$ cat config.mk
export PLATFORM = sky130hd
export DESIGN_NAME = dts_sar_ctrl
export DESIGN_NICKNAME = d
export VERILOG_FILES = /design/src/rtl/dts_sar_ctrl.sv
export SDC_FILE = /design/constraint.sdc
export NUM_CORES = 1
export LEC_CHECK = 0
export ABC_AREA = 1
export CORE_ASPECT_RATIO = 1.4
export CORE_MARGIN = 8
export CORE_UTILIZATION = 30
export CTS_CLUSTER_DIAMETER = 120
export DETAILED_ROUTE_END_ITERATION = 12
export GPL_TIMING_DRIVEN = 0
export PLACE_DENSITY_LB_ADDON = 0.1
export SLEW_MARGIN = 20
export SYNTH_ARGS = -nofsm -noshare
export SYNTH_HDL_FRONTEND = slang
export SYNTH_SLANG_ARGS = --single-unit
$ cat constraint.sdc
create_clock -name CLK -period 1.8 [get_ports CLK]
set_input_delay 0.45 -clock CLK [delete_from_list [all_inputs] [get_ports CLK]]
set_output_delay 0.45 -clock CLK [all_outputs]
set_load 0.01 [all_outputs]
$ cat src/rtl/dts_sar_ctrl.sv
// dts_sar_ctrl
//   Successive-approximation controller for the ECP3 digital temperature
//   sensor primitive. Drives a 4-bit trip-point code onto the primitive's
//   DTSI inputs and resolves the code bits MSB-first from the asynchronous
//   DTSO comparator output. Returns a 4-bit die-temperature code and a
//   registered over-temperature alarm.
//
// Parameters
//   SETTLE_CYCLES : clocks DTSI is held after each change before DTSO is
//                   sampled (SYNC_STAGES+1 .. 65535)
//   SYNC_STAGES   : synchroniser depth on DTSO (2 .. 3)
//
// Ports
//   CLK    in   system clock, all state on the rising edge
//   RSTN   in   asynchronous active-low reset
//   START  in   conversion request, sampled only while idle
//   ALMTH  in   [3:0] alarm threshold code (unsigned)
//   DTSO   in   sensor comparator, 1 = die temperature >= DTSI code (async)
//   DTSI   out  [3:0] trip-point code to the sensor (registered)
//   BUSY   out  conversion in progress
//   DONE   out  one-clock pulse when TCODE has just updated
//   TCODE  out  [3:0] last completed conversion result
//   VALID  out  at least one conversion completed since reset
//   ALARM  out  registered VALID && (TCODE >= ALMTH)

module dts_sar_ctrl #(
    parameter int SETTLE_CYCLES = 16,
    parameter int SYNC_STAGES   = 2
) (
    input  logic       CLK,
    input  logic       RSTN,
    input  logic       START,
    input  logic [3:0] ALMTH,
    input  logic       DTSO,
    output logic [3:0] DTSI,
    output logic       BUSY,
    output logic       DONE,
    output logic [3:0] TCODE,
    output logic       VALID,
    output logic       ALARM
);

    localparam logic [1:0] ST_IDLE   = 2'd0;
    localparam logic [1:0] ST_SETTLE = 2'd1;
    localparam logic [1:0] ST_SAMPLE = 2'd2;
    localparam logic [1:0] ST_FINISH = 2'd3;

    localparam logic [15:0] CNT_RELOAD = 16'(SETTLE_CYCLES - 1);

    logic [SYNC_STAGES-1:0] sync_q;
    logic                   dtso_s;

    logic [1:0]  state_q, state_d;
    logic [3:0]  dtsi_q,  dtsi_d;
    logic [3:0]  res_q,   res_d;
    logic [1:0]  idx_q,   idx_d;
    logic [15:0] cnt_q,   cnt_d;
    logic        busy_q,  busy_d;
    logic        done_q,  done_d;
    logic [3:0]  tcode_q, tcode_d;
    logic        valid_q, valid_d;
    logic        alarm_q;

    // DTSO is asynchronous to CLK; only the last stage is ever looked at.
    always_ff @(posedge CLK or negedge RSTN) begin
        if (!RSTN) begin
            sync_q <= '0;
        end else begin
            // NOTE: non-blocking assignments in clocked blocks so every flop
            // samples pre-edge values regardless of statement order.
            sync_q <= {sync_q[SYNC_STAGES-2:0], DTSO};
        end
    end

    assign dtso_s = sync_q[SYNC_STAGES-1];

    always_comb begin
        // NOTE: every variable gets a default before the case so no path
        // leaves one unassigned, which would infer a latch.
        state_d = state_q;
        dtsi_d  = dtsi_q;
        res_d   = res_q;
        idx_d   = idx_q;
        cnt_d   = cnt_q;
        busy_d  = busy_q;
        done_d  = 1'b0;
        tcode_d = tcode_q;
        valid_d = valid_q;

        case (state_q)
            ST_IDLE: begin
                dtsi_d = 4'b0000;
                busy_d = 1'b0;
                if (START) begin
                    dtsi_d  = 4'b1000;
                    res_d   = 4'b0000;
                    idx_d   = 2'd3;
                    cnt_d   = CNT_RELOAD;
                    busy_d  = 1'b1;
                    state_d = ST_SETTLE;
                end
            end

            // Counter holds at zero for the one clock that moves to SAMPLE,
            // so each trial code is on DTSI for SETTLE_CYCLES+1 clocks.
            ST_SETTLE: begin
                if (cnt_q == 16'd0) begin
                    state_d = ST_SAMPLE;
                end else begin
                    cnt_d = cnt_q - 16'd1;
                end
            end

            ST_SAMPLE: begin
                res_d[idx_q] = dtso_s;
                if (idx_q != 2'd0) begin
                    // Next trial keeps the resolved upper bits and sets the
                    // next bit down; lower bits of res_d are still zero.
                    dtsi_d  = res_d | (4'b0001 << (idx_q - 2'd1));
                    idx_d   = idx_q - 2'd1;
                    cnt_d   = CNT_RELOAD;
                    state_d = ST_SETTLE;
                end else begin
                    // Outputs are registered on entry so they are visible
                    // during the FINISH clock itself.
                    tcode_d = res_d;
                    valid_d = 1'b1;
                    done_d  = 1'b1;
                    dtsi_d  = 4'b0000;
                    busy_d  = 1'b0;
                    state_d = ST_FINISH;
                end
            end

            ST_FINISH: begin
                state_d = ST_IDLE;
            end

            default: begin
                state_d = ST_IDLE;
            end
        endcase
    end

    always_ff @(posedge CLK or negedge RSTN) begin
        if (!RSTN) begin
            state_q <= ST_IDLE;
            dtsi_q  <= 4'b0000;
            res_q   <= 4'b0000;
            idx_q   <= 2'd3;
            cnt_q   <= 16'd0;
            busy_q  <= 1'b0;
            done_q  <= 1'b0;
            tcode_q <= 4'b0000;
            valid_q <= 1'b0;
        end else begin
            state_q <= state_d;
            dtsi_q  <= dtsi_d;
            res_q   <= res_d;
            idx_q   <= idx_d;
            cnt_q   <= cnt_d;
            busy_q  <= busy_d;
            done_q  <= done_d;
            tcode_q <= tcode_d;
            valid_q <= valid_d;
        end
    end

    // Re-evaluated every clock from the registered result, so it trails
    // TCODE/VALID and ALMTH changes by one clock.
    always_ff @(posedge CLK or negedge RSTN) begin
        if (!RSTN) begin
            alarm_q <= 1'b0;
        end else begin
            alarm_q <= valid_q && (tcode_q >= ALMTH);
        end
    end

    assign DTSI  = dtsi_q;
    assign BUSY  = busy_q;
    assign DONE  = done_q;
    assign TCODE = tcode_q;
    assign VALID = valid_q;
    assign ALARM = alarm_q;

endmodule

# Word-level counts from Yosys, hierarchy flattened
# Index checks and enable logic that the tools add are counted.
# totals
regBits	38
input_bits	8
output_inout_bits	12
elab_cells	64
# classes
add_sub_neg	2
n_lt_le_gt_ge	3
n_eq_ne	8
shifts	1
n_mux	24
bitwise_logic	2
n_reduce_logical	13
# ops
op	n
two-way mux 16 bit	3
case mux 16 bit (3 select lines)	1
logical NOT 16 bit	1
case mux 4 bit (2 select lines)	2
subtractor 16 x 1 -> 16 bit, second input constant	1
two-way mux 4 bit	3
two-way mux 2 bit	5
!= test 2 bit, second input constant	5
case mux 2 bit (4 select lines)	1
AND reduction 2 bit	4
two-way mux 1 bit	5
bitwise mux 4 bit	1
== test 2 bit, second input constant	2
greater-or-equal comparator 4 bit	1
bitwise OR 4 bit	1
case mux 2 bit (2 select lines)	1
AND reduction 4 bit	1
nonzero test 2 bit	2
left shift 1 x 2 -> 4 bit, first input constant	1
less-than comparator 2 x 3 -> 1 bit, second input constant	1
AND reduction 3 bit	1
nonzero test 3 bit	1
demux 1 bit (select 2 bit)	1
== test 2 x 1 -> 1 bit, second input constant	1
6 further kinds	7

# Longest topological paths before layout
# Gate-level depths: netlist of run 1.
# logic_depth
depth_word	8
mapped_depth	10
depth_no_buf	9

# Worst setup path before layout of run 1
# OpenSTA, ideal clock, no wires.
# synth_timing
path_type	register to register
startpoint	register idx_q[0]
endpoint	register cnt_q[3]
setup_time_ns	0.065
t_arrival_ns	1.678
t_required_ns	1.735
setup_slack_ns	0.057
path_stages_with_launch	11
n_path_buf	1
period_less_slack_ns	1.743
path_cell_list	dfstp_2 > inv_1 > ha_1 > inv_1 > nor2_8 > nor2_2 > inv_1 > nand2_1 > buf_2 > o21ai_0 > nand2_1
# synth_via
elab_chain_cells	3
# synth_lines
element	line_no	source
start, declared	56	logic [1:0] idx_q, idx_d;
start signal, assigned	160	idx_q <= idx_d;
nonzero test 2 bit	116	if (idx_q != 2'd0) begin
!= test 2 bit (no source line)	n/a	
AND reduction 4 bit (no source line)	n/a	
end signal, assigned	161	cnt_q <= cnt_d;
end, declared	57	logic [15:0] cnt_q, cnt_d;
# No other way between the ends.
# A chain may end at the register's enable or synchronous reset.

# Final worst setup path of run 1
# layout_timing
startpoint	register idx_q[1]
endpoint	register cnt_q[8]
# The elaborated chain is that of the path after synthesis.

==> reports/metrics.yaml, run 1 <==
outcome: "finished, final reports clean"
area_delta_synth_final_pct: 23.2
yosys_warnings: 0
worst_pin_slew_ns: 0.441
viasPerCell: 4.32
skew_ns: 0.00428
critical_path.max_stage_delay_ns: 0.57
yosys_register_bits: 38
num-fill-cells: 739
crit_top_cell: "inv_2"
cts_buffers: 5
rsz0062_at_grt: "false"
fp.dieH_um: 115
syn_area_um2: 2080
power.total_uw: 3710
arrival_ns: 1.89
routabilityCongestion: 0.808
endpoint_kind: "flip-flop"
drv_cap: 0
hold_buffers: 0
diodes: 0
clock-sinks: 38
grt_pass1_wl_mm: 8.20
row_count: 36
vdd_drop_max_uv: 506
synthDominantCellAreaShare: 0.433
setup_viol: 0
cts_buffer_depth: 2
p_per_area_nw_per_um2: 1450
period_needed_ns: 1.67
syn_inst: 267
hold_violations: 0
cp_cell_sequence: "inv_2 -> ha_2 -> inv_2 -> nor2_8 -> nor2_4 -> inv_1 -> nand2_2 -> buf_4 -> nand3_1 -> nand2_1"
cts_max_level: 2
cp_max_fo: 9
nets: 316
netlist_top_cells_area: "dfrtp_1 (43%), nand2_1 (14%), nor2_1 (6.9%)"
syn_area_per_cell_um2: 7.80
dieArea_um2: 9900
cts_tree: "yes"
core_um2: 6850
relSlewSlack: 0.703
io_buffer_count: 19
worst_slack_ns: 0.131
fin_tns_setup_ns: 0
overflow: 0
period_share: 0.927
p_leak_uw: 0.00131
fmax_ghz: 0.599
drc_errors: 0
start_util: 0.304
synth_seq_area_share: 0.458
io_pins: 20
wl_per_cell_um: 12.0
grt_max_degree: 24
dpl_worst_slack_ns: -0.247
syn-num-nets: 284
drt-total-wl_mm: 4.76
path_class: "reg -> reg"
worst_ep_required_time_ns: 2.02
drive_above_1_share: 0.133
r2r_cells: 10
drt_pass1_iterations: 4
drt_first_iter_violations: 50
grt_use_total: 0.106
postRouteAntennaNets: 0
finalMaxSlewViolations: 0
die_x_um: 86.4
dp_hpwl_mm: 3.56
clk_latency_ns: 0.29
cpMaxStageDelayCell: "dfstp_2"
grt_pass1_vias: 1702
vias: 1705
hp-class: "in -> async"
netlist.top_cell.by_area: "dfrtp_1"
clkTransAtPathRegs_ns: 0.08
postLayoutCoreUtil: 0.375
antenna_found_initial: 0
root_buffer: "clkbuf_8"
hold_slack_ns: 0.0809
critPathLaunchType: "flip-flop"
synth_cell_types: 27
[critical path: cells and delay by family (launching register included)]
family / cells / cell delay (ns)
flip-flops: 1 / 0.57
buffers and inverters: 4 / 0.41
adder cells (fa/ha/maj): 1 / 0.20
AND/OR/NAND/NOR: 5 / 0.43
[cell families after synthesis]
kind of cell / share of synthesized area
compound gates: 0.0913
xor+xnor: 0.0252
fa+ha+maj: 0.0541
buf+inv: 0.0781
flops: 0.458
simple gates: 0.293
[layer usage]
layer	wire length, um	vias up	global-route usage
met1	2040	777	0.114
met2	2480	20	0.194
met4	76	0	0.0415
met5	0	-	0
li1	-	902	-
met3	164	6	0.0230
[final timing paths]
check / slack, ns / from / end
max: 0.13 / idx_q[1] / cnt_q[8]
min: 0.08 / RSTN / DTSI[1]
max reg2reg: 0.13 / idx_q[1] / cnt_q[8]
min in group CLK: 0.35 / sync_q[0] / sync_q[1]
min reg2reg: 0.35 / sync_q[0] / sync_q[1]
max in group asynchronous: 1.25 / RSTN / cnt_q[5]
[registers in the layout, summed over array words and instances (netlist names)]
name,flops
ALARM,1
idx_q,2
state_q,2
sync_q,2
BUSY,1
DTSI,4
res_q,4
DONE,1
VALID,1
cnt_q,16
TCODE,4
[stage by stage]
step / cell area [um^2] / instances
detailed placement: 2410 / 382
CTS: 2540 / 393
global placement: 2390 / 381
global route: 2560 / 395
floorplan: 2080 / 267
finish: 2560 / 395
[synthesized netlist by cell type]
cell type	count
o21ai_0	20
o21a_1	1
dfrtp_1	36
nor2_2	1
inv_2	2
buf_2	2
o21ai_2	1
nand4_1	1
nand3b_1	1
o21ai_1	1
nand3_1	18
dfstp_2	2
inv_4	1
xnor2_1	1
nor3_1	2
nor2_8	2
buf_6	2
xor2_1	5
o211ai_1	1
nand2_1	77
ha_1	9
a22oi_1	2
or2_2	3
a21oi_4	1
nor2_1	38
inv_1	31
a21oi_1	6
[power breakdown]
| part | switching, uW | internal, uW | total [uW] |
|---|---|---|---|
| combinational | 1090 | 775 | 1870 |
| clock | 308 | 269 | 577 |
| sequential | 167 | 1100 | 1270 |
[timing repair]
item / in CTS / in global routing
gates cloned: 0 / 1
resized for setup: 6 / 8
setup buffers: 3 / 1
setup endpoints to repair: 11 / 15
pin swaps: 1 / 0
[cell type report]
cell class                 count  area (um^2)  area share
inverter                      34          130      0.0507
multi-input combinational    191          986       0.384
clock inverter                 2         10.0     0.00390
buffer                         4         38.8      0.0151
tap                           95          119      0.0463
sequential                    38          953       0.372
timing repair buffer          25          255      0.0995
clock buffer                   6         72.6      0.0283
[cells in the final DEF, fill, tap and decap left out, drive strengths merged]
master and count:
nand2 77, nor2 41, dfrtp 36, inv 34, o21ai 22, nand3 18
clkdlybuf4s50 18, buf 11, ha 9, a21oi 7, clkbuf 6, xor2 5
or2 3, nor3 2, a22oi 2, clkinv 2, dfstp 2, o211ai 1
nand4 1, xnor2 1, o21a 1, nand3b 1
(Power assumes the default switching activity.)
==> inputs of run 2 (changes only) <==
Settings changed: ABC_AREA 1 to unset.
==> run 2 against run 1 <==
The flow now finishes with violations (setup timing); design area up 4.3%; clock power up 5.5%; sequential power down 32%; sequential share of layout area down 1.5 points; via count down 4.7%; register-to-register slack worse by 0.38 ns.
==> reports/metrics.yaml, run 2 <==
outcome: "complete, but fails checks"
violations: "setup timing"
drive_above_1_share: 0.297
use_met3: 0.0294
nets: 252
hold_violations: 0
ys_top_cells_by_count: "dfrtp_1 (36), nand2_1 (17), o21ai_0 (15), inv_1 (10)"
clock-sinks: 38
async_reset_ff_frac: 1.00
period_needed_ns: 2.05
p_switching_uw: 328
cts_tree: "yes"
final_cells: 308
grt_pass1_vias: 1694
drc_errors: 0
area_delta_synth_final_pct: 37.9
mostFrequentLayoutCell: "dfrtp_1"
fin_area_um2: 2680
path_class: "reg -> reg"
critPathLaunchType: "flip-flop"
placed_cell_area_um2: 2250
critical_path_buf_inv_count: 1
finalMaxSlewViolations: 0
overflow: 0
cp_max_fo: 6
worst_slack_ns: -0.249
grt_use_total: 0.105
routabilityCongestion: 0.824
largest_register_ffs: 16
postLayoutCoreUtil: 0.428
io_pins: 20
setup_viol: 9
rsz0062_at_grt: "true"
critical_path.max_stage_delay_ns: 0.46
diodes: 0
antenna_found_initial: 0
cts_buffers: 5
top_register: "cnt_q"
switching_share: 0.217
row_count: 34
dieArea_um2: 9330
yosys_register_bits: 38
hold_slack_ns: 0.116
netlist_top_cells_area: "dfrtp_1 (46%), ha_1 (5.8%), mux2i_1 (4.6%)"
endpoint_kind: "flip-flop"
skew_ns: 0.0129
synthDominantCellAreaShare: 0.465
syn-num-nets: 202
clkTransAtPathRegs_ns: 0.08
fmax_ghz: 0.488
drt-total-wl_mm: 4.97
worst_pin_slew_ns: 0.593
p_comb_frac: 0.032
viasPerCell: 5.28
synth_cell_types: 45
p_per_area_nw_per_um2: 566
start_util: 0.310
final_cell_mix: "dfrtp_1 (35), buf_4 (23), clkdlybuf4s50_1 (18)"
io_buffer_count: 19
drt_first_iter_violations: 59
dp.cells: 277
clk_latency_ns: 0.29
fp.dieH_um: 111
grt_pass1_wl_mm: 8.13
synth_edf_count: 0
yosysMostFrequentCell: "dfrtp_1"
relSlewSlack: 0.604
p_leak_uw: 0.00114
drv_cap: 0
syn_inst: 185
arrival_ns: 2.26
syn_area_per_cell_um2: 10.5
clkPwrFrac: 0.402
vdd_drop_max_uv: 293
pwr-share-seq: 0.566
cts_max_level: 2
drt_pass1_iterations: 4
yosys_warnings: 0
wl_per_cell_um: 16.1
hp-class: "in -> async"
grt_max_degree: 21
cts_buffer_depth: 2
cp_cell_sequence: "or3_4 -> or4_4 -> buf_6 -> or4_1 -> a21oi_1"
period_share: 1.14
num-fill-cells: 600
postRouteAntennaNets: 0
dp_hpwl_mm: 3.27
worst_ep_required_time_ns: 2.02
core_um2: 6250
intPower_uw: 1190
use_met1: 0.113
synth-main-ff-cell: "dfrtp_1"
top_usage_layer: "met2"
use_met2: 0.188
synth_seq_area_share: 0.492
die_x_um: 84.0
syn_area_um2: 1940
vias: 1625
root_buffer: "clkbuf_8"
netlist.top_cell.by_area: "dfrtp_1"
power.total_uw: 1520
crit_family: "simple AND/OR/NAND/NOR gates"
cpMaxStageDelayCell: "or4_1"
run 2: changes by cell type after synthesis, sizes merged, moves of 4 or more:
cell	before	now
inv	34	10
mux2i	0	9
nand2	77	17
nand2b	0	9
nand3	18	2
nor2	41	9
nor4	0	4
o21ai	22	15
o31ai	0	4
or4	0	5
xor2	5	0
run 2: power by group through the flow:
stage / clock, uW / combinational [uW] / sequential [uW]
floorplan: 0 / 7.49 / 874
global placement: 0 / 43.1 / 874
detailed placement: 0 / 50.2 / 874
CTS: 631 / 50.8 / 858
global route: 679 / 56.7 / 858
finish: 609 / 48.6 / 858
run 2: kinds of logic after synthesis:
kind of cell / share of synthesized area
simple gates: 0.183
fa+ha+maj: 0.0581
buf+inv: 0.0406
mux: 0.0639
compound gates: 0.163
flops: 0.492
run 2: path summary, 6_finish.rpt:
kind | start | end | slack (ns) | cells after the start
worst max-delay path | cnt_q[2] | cnt_q[13] | -0.25 | 5
worst min-delay path | RSTN | DTSI[2] | 0.12 | 1
worst max register to register | cnt_q[2] | cnt_q[13] | -0.25 | 5
worst min register to register | sync_q[0] | sync_q[1] | 0.35 | 0
max in group asynchronous | RSTN | cnt_q[5] | 1.21 | 2
min in group CLK | sync_q[0] | sync_q[1] | 0.35 | 0
run 2: layer usage:
metal	share of wire	routed length (um)
met3	0.038	190
met1	0.40	2000
met4	0.016	81
met2	0.54	2690
met5	0	0
run 2: cell type report:
| cell class | instances | area, um^2 | area share |
|---|---|---|---|
| well taps | 72 | 90.1 | 0.0337 |
| flip-flops and latches | 38 | 955 | 0.357 |
| repair buffers | 44 | 400 | 0.150 |
| clock buffers | 7 | 86.3 | 0.0323 |
| multi-input cells | 132 | 1060 | 0.398 |
| clock inverters | 1 | 5.00 | 0.00187 |
| inverters | 10 | 37.5 | 0.0140 |
| plain buffers | 4 | 36.3 | 0.0136 |
run 2: timing repair:
item                                    in CTS  in global routing
buffers inserted                            15                 12
hold endpoints to repair                     0                  0
resized for setup                           21                 17
pin swaps                                    7                 14
hold buffers                                 0                  0
endpoints found under the setup margin      19                 18
run 2: stage by stage:
| step | setup TNS (ns) | setup WS, ns |
|---|---|---|
| after floorplan | -0.864 | -0.205 |
| after global placement | -30.78 | -0.712 |
| after detailed placement | -5.15 | -0.463 |
| after CTS | -1.67 | -0.245 |
| after global routing | -1.92 | -0.283 |
| final | -1.46 | -0.249 |
==> patch (settings of run 1) <==
Register the inputs `START`, `ALMTH` and `DTSO` before use. The logic sees them one clock later. Comments in the files are not updated.
--- a/src/rtl/dts_sar_ctrl.sv
+++ b/src/rtl/dts_sar_ctrl.sv
@@ -47,6 +47,16 @@
 
     localparam logic [15:0] CNT_RELOAD = 16'(SETTLE_CYCLES - 1);
 
+    logic START_q;
+    logic [3:0] ALMTH_q;
+    logic DTSO_q;
+
+    always_ff @(posedge CLK) begin
+        START_q <= START;
+        ALMTH_q <= ALMTH;
+        DTSO_q  <= DTSO;
+    end
+
     logic [SYNC_STAGES-1:0] sync_q;
     logic                   dtso_s;
 
@@ -68,7 +78,7 @@
         end else begin
             // NOTE: non-blocking assignments in clocked blocks so every flop
             // samples pre-edge values regardless of statement order.
-            sync_q <= {sync_q[SYNC_STAGES-2:0], DTSO};
+            sync_q <= {sync_q[SYNC_STAGES-2:0], DTSO_q};
         end
     end
 
@@ -91,7 +101,7 @@
             ST_IDLE: begin
                 dtsi_d = 4'b0000;
                 busy_d = 1'b0;
-                if (START) begin
+                if (START_q) begin
                     dtsi_d  = 4'b1000;
                     res_d   = 4'b0000;
                     idx_d   = 2'd3;
@@ -172,7 +182,7 @@
         if (!RSTN) begin
             alarm_q <= 1'b0;
         end else begin
-            alarm_q <= valid_q && (tcode_q >= ALMTH);
+            alarm_q <= valid_q && (tcode_q >= ALMTH_q);
         end
     end
 
Behaviour: not the same (Yosys sat finds a counterexample within 4 cycles, from zero or initial values and one cycle with RSTN low).
==> patch against run 1 <==
- critical endpoint is now TCODE[3]
- global-route usage is 0.12 points higher
- routed wire length grew 7.2%
- fmax fell by 1.7%
- critical path depth down 9
- total power grew 5.6%
- largest power group unchanged
- synthesized cell count is 2.2% higher
- sequential cell count up 6
- combinational power down 3%
- clock power increased by 14%
- worst setup slack got worse by 0.029 ns
- die area rose by 5.6%
- area after synthesis rose by 6.7%
- final area rose by 4.2%
==> patch: results (changes against run 1) <==
switching_share_pct: 42.4  # +0.23 points
first_global_vias: 1904  # +12%
tightest_slew_ns: 0.531  # +0.0899 ns
drive_gt1_share_pct: 13.2  # -0.13 points
cp_top_family: "buffers and inverters"
ys_top_cells_by_count: "nand2_1 (77), dfrtp_1 (36), inv_1 (33), nor2_1 (32), nand3_1 (21)"
met3_usage_pct: 2.03  # -0.27 points
inverters: 35  # +2.9%
layout.nets: 319  # +0.95%
synth_nets: 290  # +2.1%
routabilityCongestion: 0.749  # -7.3%
cp_max_fo: 3  # -6
nNonClkBuffers: 25  # -14%
drt_iter0_markers: 63  # +26%
outcome: "completed"
place_area_um2: 2550  # +5.9%
ir_drop_uv: 572  # +13%
dp_cells: 390  # +2.1%
power_density_nw_per_um2: 1470  # +1.3%
cts_resized: 5  # -1
n_fill_cell: 785  # +6.2%
synthTopCellsByArea: "dfrtp_1 (41%), nand2_1 (13%), inv_1 (5.6%), dfxtp_1 (5.4%), nor2_1 (5.4%)"
clock_skew_ns: 0.0109  # +0.00662 ns
signal_buffer_area_fraction_pct: 9.55  # -1.9 points
grt_pass1_wl_mm: 8.83  # +7.6%
fin_area_um2: 2670  # +4.2%
preCtsSetupSlack_ns: -0.140  # +0.107 ns
synth_cells: 273  # +2.2%
vias: 1784  # +4.6%
final-clk-cell-share_pct: 3.46  # +0.24 points
sequentialPower_mw: 1.44  # +13%
postSynth.asyncResetShare_pct: 86.4  # -14 points
syn_area_um2: 2220  # +6.7%
clkPwrFrac_pct: 16.8  # +1.2 points
seq_area_um2: 1070  # +13%
cp_slowest_cell: "clkdlybuf4s50_1"
wl_met3_um: 123  # -25%
post_drt_wl_per_cell_um: 12.8  # +5.9%
multi_input_area_share_pct: 37.3  # -1.1 points
met2RoutedLength_mm: 2.78  # +12%
drt-met1-wl_mm: 2.12  # +3.8%
leakage_nw: 1.35  # +2.8%
finalWirelength_mm: 5.10  # +7.2%
ant_nets: 0  # unchanged
grt_usage_pct: 10.7  # +0.12 points
synth.ff_latch_count: 44  # +16%
synthDistinctLibCells: 28  # +3.7%
grt_max_degree: 30  # +25%
highest_layer: "met4"
cp.arrival_ns: 1.25  # -0.64 ns
cts_setup_buffers: 0  # -3
use_met1_pct: 12.0  # +0.57 points
dpl.hpwl_mm: 3.72  # +4.6%
ys_seq_area_share_pct: 48.3  # +2.5 points
met2_usage_pct: 18.9  # -0.49 points
==> patch: cell types whose count changed after synthesis, moves of 2 or more <==
cell     delta
dfxtp_1     +6
nor2_1      -6
nand3_1     +3
nor2_4      +3
inv_1       +2
o21ai_2     +3
==> patch: path summary, 6_finish.rpt <==
| path | slack, ns | from | cells after the start | end |
|---|---|---|---|---|
| min in group CLK | 0.34 | DTSO_q | 0 | sync_q[0] |
| min reg2reg | 0.34 | DTSO_q | 0 | sync_q[0] |
| min | 0.01 | RSTN | 1 | cnt_q[11] |
| max | 0.10 | TCODE[3] | 1 | TCODE[3] |
| max reg2reg | 0.11 | idx_q[0] | 9 | cnt_q[15] |
| max in group asynchronous | 1.27 | RSTN | 2 | idx_q[1] |
==> patch: logic make-up after synthesis <==
logic type                 share of synthesized area, %
DFF                                                48.3
xor gates and xnor gates                           1.58
AOI/OAI and AO/OA                                  9.74
buffers and inverters                              7.77
adders and majority gates                          5.07
and+or+nand+nor                                    27.5
